[src/rtl/elevator_pkg.sv]
// Shared elevator types: floor code typedef and default floor label encodings.
package elevator_pkg;

  localparam int unsigned FLOOR_W = 2;
  localparam int unsigned NUM_FLOORS = 3;

  typedef logic [FLOOR_W-1:0] floor_t;

  localparam floor_t LABEL_F1      = 2'b00;
  localparam floor_t LABEL_F2      = 2'b01;
  localparam floor_t LABEL_F3      = 2'b10;
  localparam floor_t FLOOR_INVALID = 2'b11;

endpackage

[src/rtl/goal_select.sv]
// Combinational goal chooser: current-floor request first, then nearest lit floor, lower floor on a tie.
module goal_select
  import elevator_pkg::*;
#(
  parameter floor_t labelF1 = LABEL_F1,
  parameter floor_t labelF2 = LABEL_F2,
  parameter floor_t labelF3 = LABEL_F3
) (
  input  logic [FLOOR_W-1:0]    floor,
  input  logic [NUM_FLOORS-1:0] leds,     // {led3, led2, led1}
  output logic [FLOOR_W-1:0]    goal_c,
  output logic                  has_req_c
);

  always_comb begin
    goal_c    = floor;
    has_req_c = |leds;
    if (floor == labelF1) begin
      if      (leds[0]) goal_c = labelF1;
      else if (leds[1]) goal_c = labelF2;
      else if (leds[2]) goal_c = labelF3;
    end else if (floor == labelF2) begin
      // F1 and F3 are equidistant from F2; the lower floor wins
      if      (leds[1]) goal_c = labelF2;
      else if (leds[0]) goal_c = labelF1;
      else if (leds[2]) goal_c = labelF3;
    end else if (floor == labelF3) begin
      if      (leds[2]) goal_c = labelF3;
      else if (leds[1]) goal_c = labelF2;
      else if (leds[0]) goal_c = labelF1;
    end
  end

endmodule

[src/rtl/floor_goal.sv]
// Goal-floor register: captures the selected target while the car is stopped on a valid floor.
module floor_goal
  import elevator_pkg::*;
#(
  parameter floor_t labelF1 = LABEL_F1,
  parameter floor_t labelF2 = LABEL_F2,
  parameter floor_t labelF3 = LABEL_F3
) (
  input  logic               clk,
  input  logic               rst,
  input  logic [FLOOR_W-1:0] floor,
  input  logic               led1,
  input  logic               led2,
  input  logic               led3,
  input  logic               moving,
  output logic [FLOOR_W-1:0] gf,
  output logic               gf_valid
);

  // Labels must be distinct and must never alias the invalid floor code
  if (labelF1 == labelF2 || labelF1 == labelF3 || labelF2 == labelF3 ||
      labelF1 == FLOOR_INVALID || labelF2 == FLOOR_INVALID ||
      labelF3 == FLOOR_INVALID) begin : g_bad_labels
    $error("floor_goal: floor labels must be distinct and differ from the invalid code");
  end

  logic [FLOOR_W-1:0] goal_c;
  logic               has_req_c;
  logic               floor_ok_c;
  logic               upd_c;

  goal_select #(
    .labelF1 (labelF1),
    .labelF2 (labelF2),
    .labelF3 (labelF3)
  ) u_goal_select (
    .floor     (floor),
    .leds      ({led3, led2, led1}),
    .goal_c    (goal_c),
    .has_req_c (has_req_c)
  );

  assign floor_ok_c = (floor == labelF1) || (floor == labelF2) || (floor == labelF3);
  assign upd_c      = !moving && floor_ok_c && has_req_c;

  always_ff @(posedge clk) begin
    if (rst) begin
      gf       <= labelF1;
      gf_valid <= 1'b0;
    end else if (upd_c) begin
      gf       <= goal_c;
      gf_valid <= 1'b1;
    end
  end

endmodule

[config.mk]
export PLATFORM = sky130hd
export DESIGN_NAME = floor_goal
export DESIGN_NICKNAME = d
export VERILOG_FILES = /design/src/rtl/elevator_pkg.sv /design/src/rtl/goal_select.sv /design/src/rtl/floor_goal.sv
export SDC_FILE = /design/constraint.sdc
export NUM_CORES = 1
export LEC_CHECK = 0
export ABC_AREA = 0
export CAP_MARGIN = 30
export CORE_AREA = 2 2 39 41
export CTS_CLUSTER_DIAMETER = 40
export DETAILED_ROUTE_END_ITERATION = 8
export DIE_AREA = 0 0 41 43
export GPL_ROUTABILITY_DRIVEN = 0
export GPL_TIMING_DRIVEN = 0
export HOLD_SLACK_MARGIN = 0.1
export PLACE_DENSITY = 0.44
export SLEW_MARGIN = 10
export SYNTH_ARGS = -nofsm -noshare
export SYNTH_HDL_FRONTEND = slang
export SYNTH_HIERARCHICAL = 1
export SYNTH_SLANG_ARGS = --single-unit
[constraint.sdc]
create_clock -name clk -period 0.9 [get_ports clk]
set_input_delay 0.18 -clock clk [delete_from_list [all_inputs] [get_ports clk]]
set_output_delay 0.18 -clock clk [all_outputs]
set_load 0.01 [all_outputs]
==> summary by stage <==
Global route
The largest net degree at the start of global routing is 6. The via count of the first global-routing pass came to 215. The global-route wire length before repair is 807 um. The number of antenna violations at the first check in global routing is 0. The overflow left after global routing is 0.

The all-layer global routing usage is 0.0712.

Power and ir drop
The share of total power in sequential cells is 0.314. The areal power density over the cells is 1570 mW/mm^2. Of the total power, combinational logic draws 0.198. The internal power consumption is 0.358 mW. The overall power after layout is 0.473 mW. Of the total power, the share spent switching nets is 0.243.

The standby leakage power is 0.137 nW. The maximum VDD drop is 0.437 mV. The power share of the clock group is 0.489.

In this run the power spent charging and discharging nets is 0.115 mW.

STA
The max-slew violation total from the final report was 0. Clock skew on the completed layout was measured at 0 ns. The final-report setup violation count is 0. Of the available clock period, the critical path in the final layout requires 0.951. The total count of hold-check failures in the final report is 0. Static timing analysis puts the maximum clock frequency at 1170 MHz.

After layout, the minimum clock period comes to 0.856 ns. Setup repair after global routing left no endpoint under its margin. The tightest slew margin relative to the limit is 0.824.

For the pin with the worst max-slew slack, the measured transition is 0.264 ns.

Finish
The post-layout net count is 45. For this run, the number of standard cells in the final layout without fillers is 52. The layout overhead on the synthesized area is 53.8%. The number of filler cells placed in the layout is 161.

The multi-input logic area is 124 um^2. The register cell area after layout is 60.1 um^2. Of the cells placed in the final design, the portion with a size suffix greater than 1 is 0.389. For this run, the share of the core covered by cells in the final layout is 0.217. The antenna diode count is 0.

Critical path
Data on the critical path is required at its endpoint by 0.72 ns. The number of buffers and inverters on the critical path is 1. The critical path goes through buf_2.

In this run the worst path has a maximum fanout of 2. The reg2reg setup slack is 0.30 ns. At the worst endpoint, the arrival time is 0.68 ns. The critical path is of the flip-flop to primary output type. The critical path's slowest cell is dfxtp_1. The cell family contributing the most delay on the critical path is flip-flops. The kind of start point of the critical path is a flip-flop. The maximum single-stage delay on the critical path is 0.32 ns. The kind of end point of the critical path is a primary output.

Clock tree
The clock root buffer is clkbuf_4. In this run, post-CTS hold repair placed 0 buffers. The H-tree depth is 1. The later pin in the worst-skew pair is clocked with a latency of 0.22 ns. The clock passes through at most 2 buffers. TritonCTS built the clock tree. After clock tree synthesis, the clock-pin slew on the worst setup and hold paths is 0.04 ns. Clock tree synthesis found a total of 3 sinks.

In this run the post-CTS setup repair buffer count came out at 0. Clock tree synthesis inserted a total of 3 buffers.

Logic synthesis
For this run, the number of Yosys warnings is 6. Sorting the synthesized cells by area gives the leading types as dfxtp_1 31%, nand2b_1 13%, a211oi_4 10%. Synthesis produced a netlist with a net count of 30. The fraction of post-synthesis cell area in the top cell type by area is 0.308. Synthesis produced a netlist whose cell count is 22. After synthesis, the mean cell area works out to 8.87 um^2. The synthesized design spends more area on one cell type than any other, namely dfxtp_1. Of the synthesized area, sequential elements account for 0.308. The cell area that synthesis handed to floorplanning was 195 um^2. The post-synthesis register bit count is 3. The netlist uses 13 different library cells.

Die
The total die area is 0.00176 mm^2. The floorplan step defined a core boundary enclosing 0.00138 mm^2. The number of top-level pins is 11.

The initial utilization of the core area, before any placement, comes to 0.141. In this run the core area contains 14 standard-cell rows. The horizontal die dimension is 41 um. The die is 43 um tall.

Place
Buffers placed on the I/O ports in this run total 10. The placed cell count is 48. Detailed placement finished with a half-perimeter wire length of 399 um.

Flow run
The number of max-cap violations is 0.

Drt
The detailed-route wire length per cell is 9.00 um. The via count of the routed design is 204. Wires add up to 468 um. The antenna violation net count after detailed routing is 0. For this run, the detailed router's first-pass iteration total came to 1. The post-route DRC violation count is 0. The via-per-instance ratio is 3.92. The number of DRC markers after the initial detailed-route iteration is 0.

Worst hold path
The type of the tightest min-delay check is primary input to flip-flop.

Status
The flow ran to the end, and the final reports show no timing, DRC or antenna violations.
==> final timing paths <==
check / start / to / cells after the start
worst max-delay path: gf[1] / gf[1] / 1
worst min-delay path: floor[0] / gf[1] / 3
worst max register to register: gf_valid / gf_valid / 1
worst min register to register: gf[1] / gf[1] / 2
==> cells in the final DEF, fill, tap and decap left out <==
cell             n
clkbuf_4         3
o21ai_0          2
clkdlybuf4s50_1  1
dfxtp_1          3
dlygate4sd2_1    1
o21a_1           1
a21oi_1          1
buf_2            5
mux2i_1          2
clkbuf_1         1
o21ba_2          1
a22oi_1          1
nand3_1          1
inv_1            2
nand2b_1         4
o211ai_1         1
or3_1            1
clkbuf_2         3
a211oi_4         1
inv_2            1
==> state kept, by name (all words and copies together) (netlist names) <==
name	flops
gf	2
gf_valid	1
==> stage by stage <==
stage / setup slack [ns] / hold slack, ns / cell area, um^2 / TNS, ns
detailed placement: -0.573 / 0.471 / 315 / -2.03
global placement: -0.548 / 0.466 / 315 / -1.93
finish: 0.0442 / 0.328 / 300 / 0
CTS: 0.000256 / 0.350 / 314 / 0
global route: 0.00413 / 0.332 / 300 / 0
floorplan: -0.0644 / 0.359 / 195 / -0.0644
==> power groups by stage <==
stage | registers [mW] | clock network (mW) | logic [mW]
finish | 0.148 | 0.231 | 0.0934
detailed placement | 0.151 | 0 | 0.116
global placement | 0.150 | 0 | 0.114
floorplan | 0.156 | 0 | 0.0429
global route | 0.149 | 0.254 | 0.102
CTS | 0.148 | 0.239 | 0.0972
==> cell type report <==
class	count	share of cell area
Sequential cell	3	0.200
Clock buffer	4	0.0875
Inverter	3	0.0375
Timing Repair Buffer	10	0.196
Multi-Input combinational cell	16	0.413
Tap cell	16	0.0667
==> repair_timing <==
item | CTS | global route
resized for setup | 26 | 4
pin swaps | 2 | 2
setup endpoints to repair | 6 | 3
hold endpoints to repair | 0 | 0
==> cells in the mapped netlist <==
cell / number
a211oi_4: 1
a21oi_1: 1
a22oi_1: 1
dfxtp_1: 3
inv_1: 3
mux2i_1: 2
nand2b_1: 4
nand3_1: 1
o211ai_1: 1
o21a_1: 1
o21ai_0: 2
o21ba_2: 1
or3_1: 1
==> layer usage <==
| metal | vias to the layer above | GRT usage | part of all wire | wire, um |
|---|---|---|---|---|
| met1 | 99 | 0.0577 | 0.34 | 161 |
| met2 | 0 | 0.119 | 0.66 | 307 |
| met4 | 0 | 0.0600 | 0 | 0 |
| li1 | 105 | - | - | - |
| met3 | 0 | 0.0314 | 0 | 0 |
| met5 | - | 0 | 0 | 0 |
==> cells by family (layout without fill, tap and decap cells) <==
group                  after synthesis  after routing  share of synthesized area
AOI/OAI and AO/OA                    8              8                      0.346
DFF                                  3              3                      0.308
muxes                                2              2                      0.103
buffers and inverters                3             17                     0.0577
and+or+nand+nor                      6              6                      0.186
No activity file was read; power rests on OpenSTA's default activity.
==> patch 1: new RTL, same flow settings <==
Make the reset (`rst`) asynchronous in one clocked block.
--- a/src/rtl/floor_goal.sv
+++ b/src/rtl/floor_goal.sv
@@ -43,7 +43,7 @@
   assign floor_ok_c = (floor == labelF1) || (floor == labelF2) || (floor == labelF3);
   assign upd_c      = !moving && floor_ok_c && has_req_c;
 
-  always_ff @(posedge clk) begin
+  always_ff @(posedge clk or posedge rst) begin
     if (rst) begin
       gf       <= labelF1;
       gf_valid <= 1'b0;
Formal check against the unedited RTL: differs if rst is asserted again (counterexample within 4 cycles, from zero or initial values and one cycle with rst high); with rst held inactive, the same outputs for 10 cycles.
==> patch 1 against the original RTL <==
  * Sequential cell count stayed put
  * Sequential share of layout area rose by 1.3 points
  * First-iteration DRC count is 3 higher
  * Wire length up 12%
  * Final area is 17% higher
  * Area after synthesis shrank 7.7%
  * The flow now finishes with violations (setup timing)
  * Combinational power grew 56%
  * Total power is 13% higher
  * Setup slack worse by 0.11 ns
  * Die area is the same
  * Cell count did not move
  * Critical endpoint is now gf[1]
  * Synthesized cell count fell by 14%
  * Via count grew 2.0%
==> patch 1: results (changes against the original RTL) <==
Worst EP arrival 1.08 ns (+0.40 ns); setup ws final -0.0670 ns (-0.111 ns); via/cell ratio 4.00 (+2.0%); wire length per cell 10.1 um (+12%); pre-CTS setup slack -0.761 ns (-0.188 ns); vias in the first global route 229 (+6.5%); static leakage 0.000162 uW (+18%); setup TNS -0.163 ns (-0.163 ns); register area share after synthesis 41.7% (+11 points); synth top area cells dfrtp_1 42%, mux2_2 13%, inv_1 8.3%; Post-synth ARST share 100% (+100 points); Synth cell types 12 (-1); fraction of layout cells with a size suffix above 1 55.6% (+17 points); initial antenna violation count 0 (unchanged); DRT Pass-1 Iters 4 (+3); largest vdd supply drop 0.000598 V (+37%); GRT Total Usage 7.14% (+0.014 points); worst min-delay path class in -> async; CP max FO 3 (+1); via count 208 (+2.0%); Int Pwr 405 uW (+13%); total nets after synthesis 27 (-10%); cells after synthesis 19 (-14%); first-pass GRT wire length 828 um (+2.6%); synth cell count leaders 4 x inv_1, 3 x dfrtp_1, 2 x mux2_2, 2 x o21ai_0; violated checks setup timing; setup violators final 5 (+5); status finished, violations left; TritonCTS buffer count 3 (unchanged); biggest regs gf: 2 flops, gf_valid: 1 flops; drt first-iter violations 3 (+3); filler cell count in the final layout 158 (-1.9%); Post-synth top flop dfrtp_1; Slew Limit Headroom 80.5% (-1.8 points); dpl cell area 303 um^2 (-4.0%)
[patch 1: area by class of cell]
cell class | instances | area (um^2) | area share [%]
timing repair buffer | 13 | 101 | 28.7
sequential | 3 | 75.1 | 21.3
multi-input combinational | 12 | 113 | 31.9
clock buffer | 4 | 26.3 | 7.45
inverter | 4 | 17.5 | 4.96
tap | 16 | 20.0 | 5.67
[patch 1: path summary, 6_finish.rpt]
check,to,startpoint,slack [ns],cells past startpoint
max,gf[1],led3,-0.07,5
min,gf[1],rst,0.11,2
min reg2reg,gf[0],gf[0],0.50,1
max in group asynchronous,gf_valid,rst,0.66,2
min in group clk,gf[0],led2,0.38,4
max reg2reg,gf[1],gf[1],0.02,2
[patch 1: metal layers]
layer	GRT usage (%)	share of wire, %	up-vias
li1	-	-	101
met1	6.77	38	99
met2	11.9	52	8
met3	1.57	9.7	0
met4	6.00	0	0
met5	0	0	-
[patch 1: critical path, cell delays in order]
cell and delay (ns):
buf_6 0.09, or3_4 0.39, inv_4 0.07, a211oi_4 0.04, mux2_4 0.30
[patch 1: repair_timing]
action | in CTS | in global routing
resized for setup | 40 | 3
buffers inserted | 3 | 0
endpoints found under the setup margin | 6 | 6
pin swaps | 2 | 1
[patch 1: kinds of logic after synthesis]
group                  count (synthesis)  share of synthesized area, %
AOI/OAI and AO/OA                      7                          27.8
buffers and inverters                  4                          8.33
DFF                                    3                          41.7
muxes                                  2                          12.5
and+or+nand+nor                        3                          9.72
[patch 1: power by group through the flow]
stage	logic (uW)	clock network [uW]	registers (uW)
3_5_place_dp	132	0	163
5_1_grt	157	254	162
6_report	146	228	161
4_1_cts	145	240	160
2_1_floorplan	41.4	0	171
3_3_place_gp	128	0	162
==> patch 2: new RTL, config.mk and constraints unchanged <==
Without the edit above. Set the package constant `FLOOR_W` to 4 (it was 2).
--- a/src/rtl/elevator_pkg.sv
+++ b/src/rtl/elevator_pkg.sv
@@ -1,7 +1,7 @@
 // Shared elevator types: floor code typedef and default floor label encodings.
 package elevator_pkg;
 
-  localparam int unsigned FLOOR_W = 2;
+  localparam int unsigned FLOOR_W = 4;
   localparam int unsigned NUM_FLOORS = 3;
 
   typedef logic [FLOOR_W-1:0] floor_t;
Ports: changed (resized floor and gf); port bits go from 11 to 15. No check against the original RTL was run, so the function may have changed too.
==> patch 2 against the original RTL <==
  * The flow now finishes with violations (setup timing)
  * Sequential power rose by 57%
  * Sequential cell count rose by 2
  * Cell count rose by 35%
  * Wire length rose by 75%
  * Setup slack got worse by 0.26 ns
  * Final area rose by 71%
  * Critical path depth rose by 5
  * Area after synthesis rose by 63%
  * Total power rose by 33%
  * Critical path type is now in -> reg
  * Critical endpoint is now gf[1]
==> patch 2: results (changes against the original RTL) <==
status finished, violations left; violated checks setup timing; Top delay family on crit path simple AND/OR/NAND/NOR gates; H-Tree Depth 1 (unchanged); biggest regs gf: 4 flops, gf_valid: 1 flops; Synth cell types 18 (+5); filler cell count in the final layout 157 (-2.5%); maximum number of pins on one net before global-route repair 10 (+4); setup ws final -0.213 ns (-0.257 ns); GRT Total Usage 12.0% (+4.8 points); synth top area cells dfxtp_1 31%, nand2b_1 16%, mux2i_1 13%; DRT Pass-1 Iters 2 (+1); area grow syn2layout 61.2%; Max Buffers Root-to-Sink 2 (unchanged); CP max stage delay 0.49 ns (+0.17 ns); number of synthesis warnings 6 (unchanged); setup TNS -0.898 ns (-0.898 ns); hpwl dp 615 um (+54%); Comb power frac 22.0% (+2.2 points); Reg2Reg Depth 1 (unchanged); via/cell ratio 4.79 (+22%); switch share 23.6% (-0.76 points); pre-CTS setup slack -0.932 ns (-0.359 ns); drt first-iter violations 2 (+2); Worst-Skew Late Latency 0.23 ns; r2r setup slk 0.30 ns (about the same); worst r2r src gf_valid; register area share after synthesis 31.4% (+0.60 points); hold path startpoint led1; hold depth 4 (+1); Post-synth top flop dfxtp_1; PortBufs 14 (+4); largest vdd supply drop 0.000754 V (+72%); dpl cell area 479 um^2 (+52%); first-pass GRT wire length 1440 um (+79%); clock skew 0 ns (unchanged); vias in the first global route 341 (+59%); clock slew at reported path FFs 0.04 ns (about the same); Routed WL 819 um (+75%); synth cell count leaders 8 x nand2b_1, 5 x dfxtp_1, 4 x mux2i_1; Post-Layout Cell Count 70 (+35%); WHS 0.310 ns (-0.0181 ns); Worst Tran Pin Value 0.288 ns (+0.0238 ns); initial antenna violation count 0 (unchanged); TritonCTS buffer count 3 (unchanged); syn avg cell area 9.12 um^2 (+2.7%); Hold EP gf[0]; NumNets Final 65 (+44%); ant diodes 0 (unchanged); CP max FO 4 (+2); Post-synth ARST share 0% (unchanged); slowest CP cell or4_1; static leakage 0.000208 uW (+52%); fraction of layout cells with a size suffix above 1 42.6% (+3.7 points); DRC Markers 0 (unchanged); Worst EP arrival 1.22 ns (+0.54 ns); worst min-delay path class in -> reg; setup violators final 5 (+5); total nets after synthesis 45 (+50%); reg-to-reg endpoint gf_valid
==> patch 2: changes by cell type in the layout (fill, tap and decap cells not counted), moves of 2 or more <==
cell	change
nand2b_1	+4
clkbuf_2	-3
buf_8	+3
dfxtp_2	+2
nor2_1	+3
buf_4	+2
buf_6	+2
mux2i_1	+2
==> patch 2: worst max path at each step <==
stage                        start     to  slack, ns  cells past startpoint
after detailed placement      led3  gf[1]      -0.93                      5
after global routing          led3  gf[3]      -0.26                      5
final                     floor[0]  gf[1]      -0.21                      6
after global placement        led3  gf[0]      -0.89                      5
after CTS                 floor[3]  gf[1]      -0.21                      4
after floorplan             moving  gf[0]      -0.26                      3
==> patch 2: timing repair <==
| action | CTS | global route |
|---|---|---|
| gates resized for setup | 56 | 6 |
| hold buffers | 0 | 0 |
| buffers inserted | 1 | 0 |
| endpoints found under the setup margin | 10 | 8 |
| pin swaps | 3 | 2 |
==> patch 2: metal layers <==
layer	part of all wire (%)	routed length (um)	up-vias	global-route usage (%)
met1	35	290	160	13.5
met2	55	452	10	18.1
li1	-	-	163	-
met4	1.5	12	0	4.00
met5	0	0	-	0
met3	7.8	64	2	6.81
==> patch 2: power by group through the flow <==
stage	logic (uW)	clock network (uW)	registers, uW
after floorplan	50.7	0	241
after global placement	129	0	237
after detailed placement	134	0	237
after CTS	131	265	233
after global routing	152	288	234
final	138	256	233
==> patch 2: final cells by class <==
class	instances	area share (%)
flip-flops and latches	5	20.0
clock buffers	4	5.11
well taps	16	3.89
inverters	1	0.730
plain buffers	2	2.68
multi-input cells	27	40.9
repair buffers	15	26.8
==> patch 2: cell families (layout without fill, tap and decap cells) <==
logic type	Yosys count	after routing	share of synthesized area (%)
mux	4	4	12.5
compound gates	7	7	18.4
buf+inv	3	22	5.49
simple gates	16	16	32.2
flops	5	5	31.4
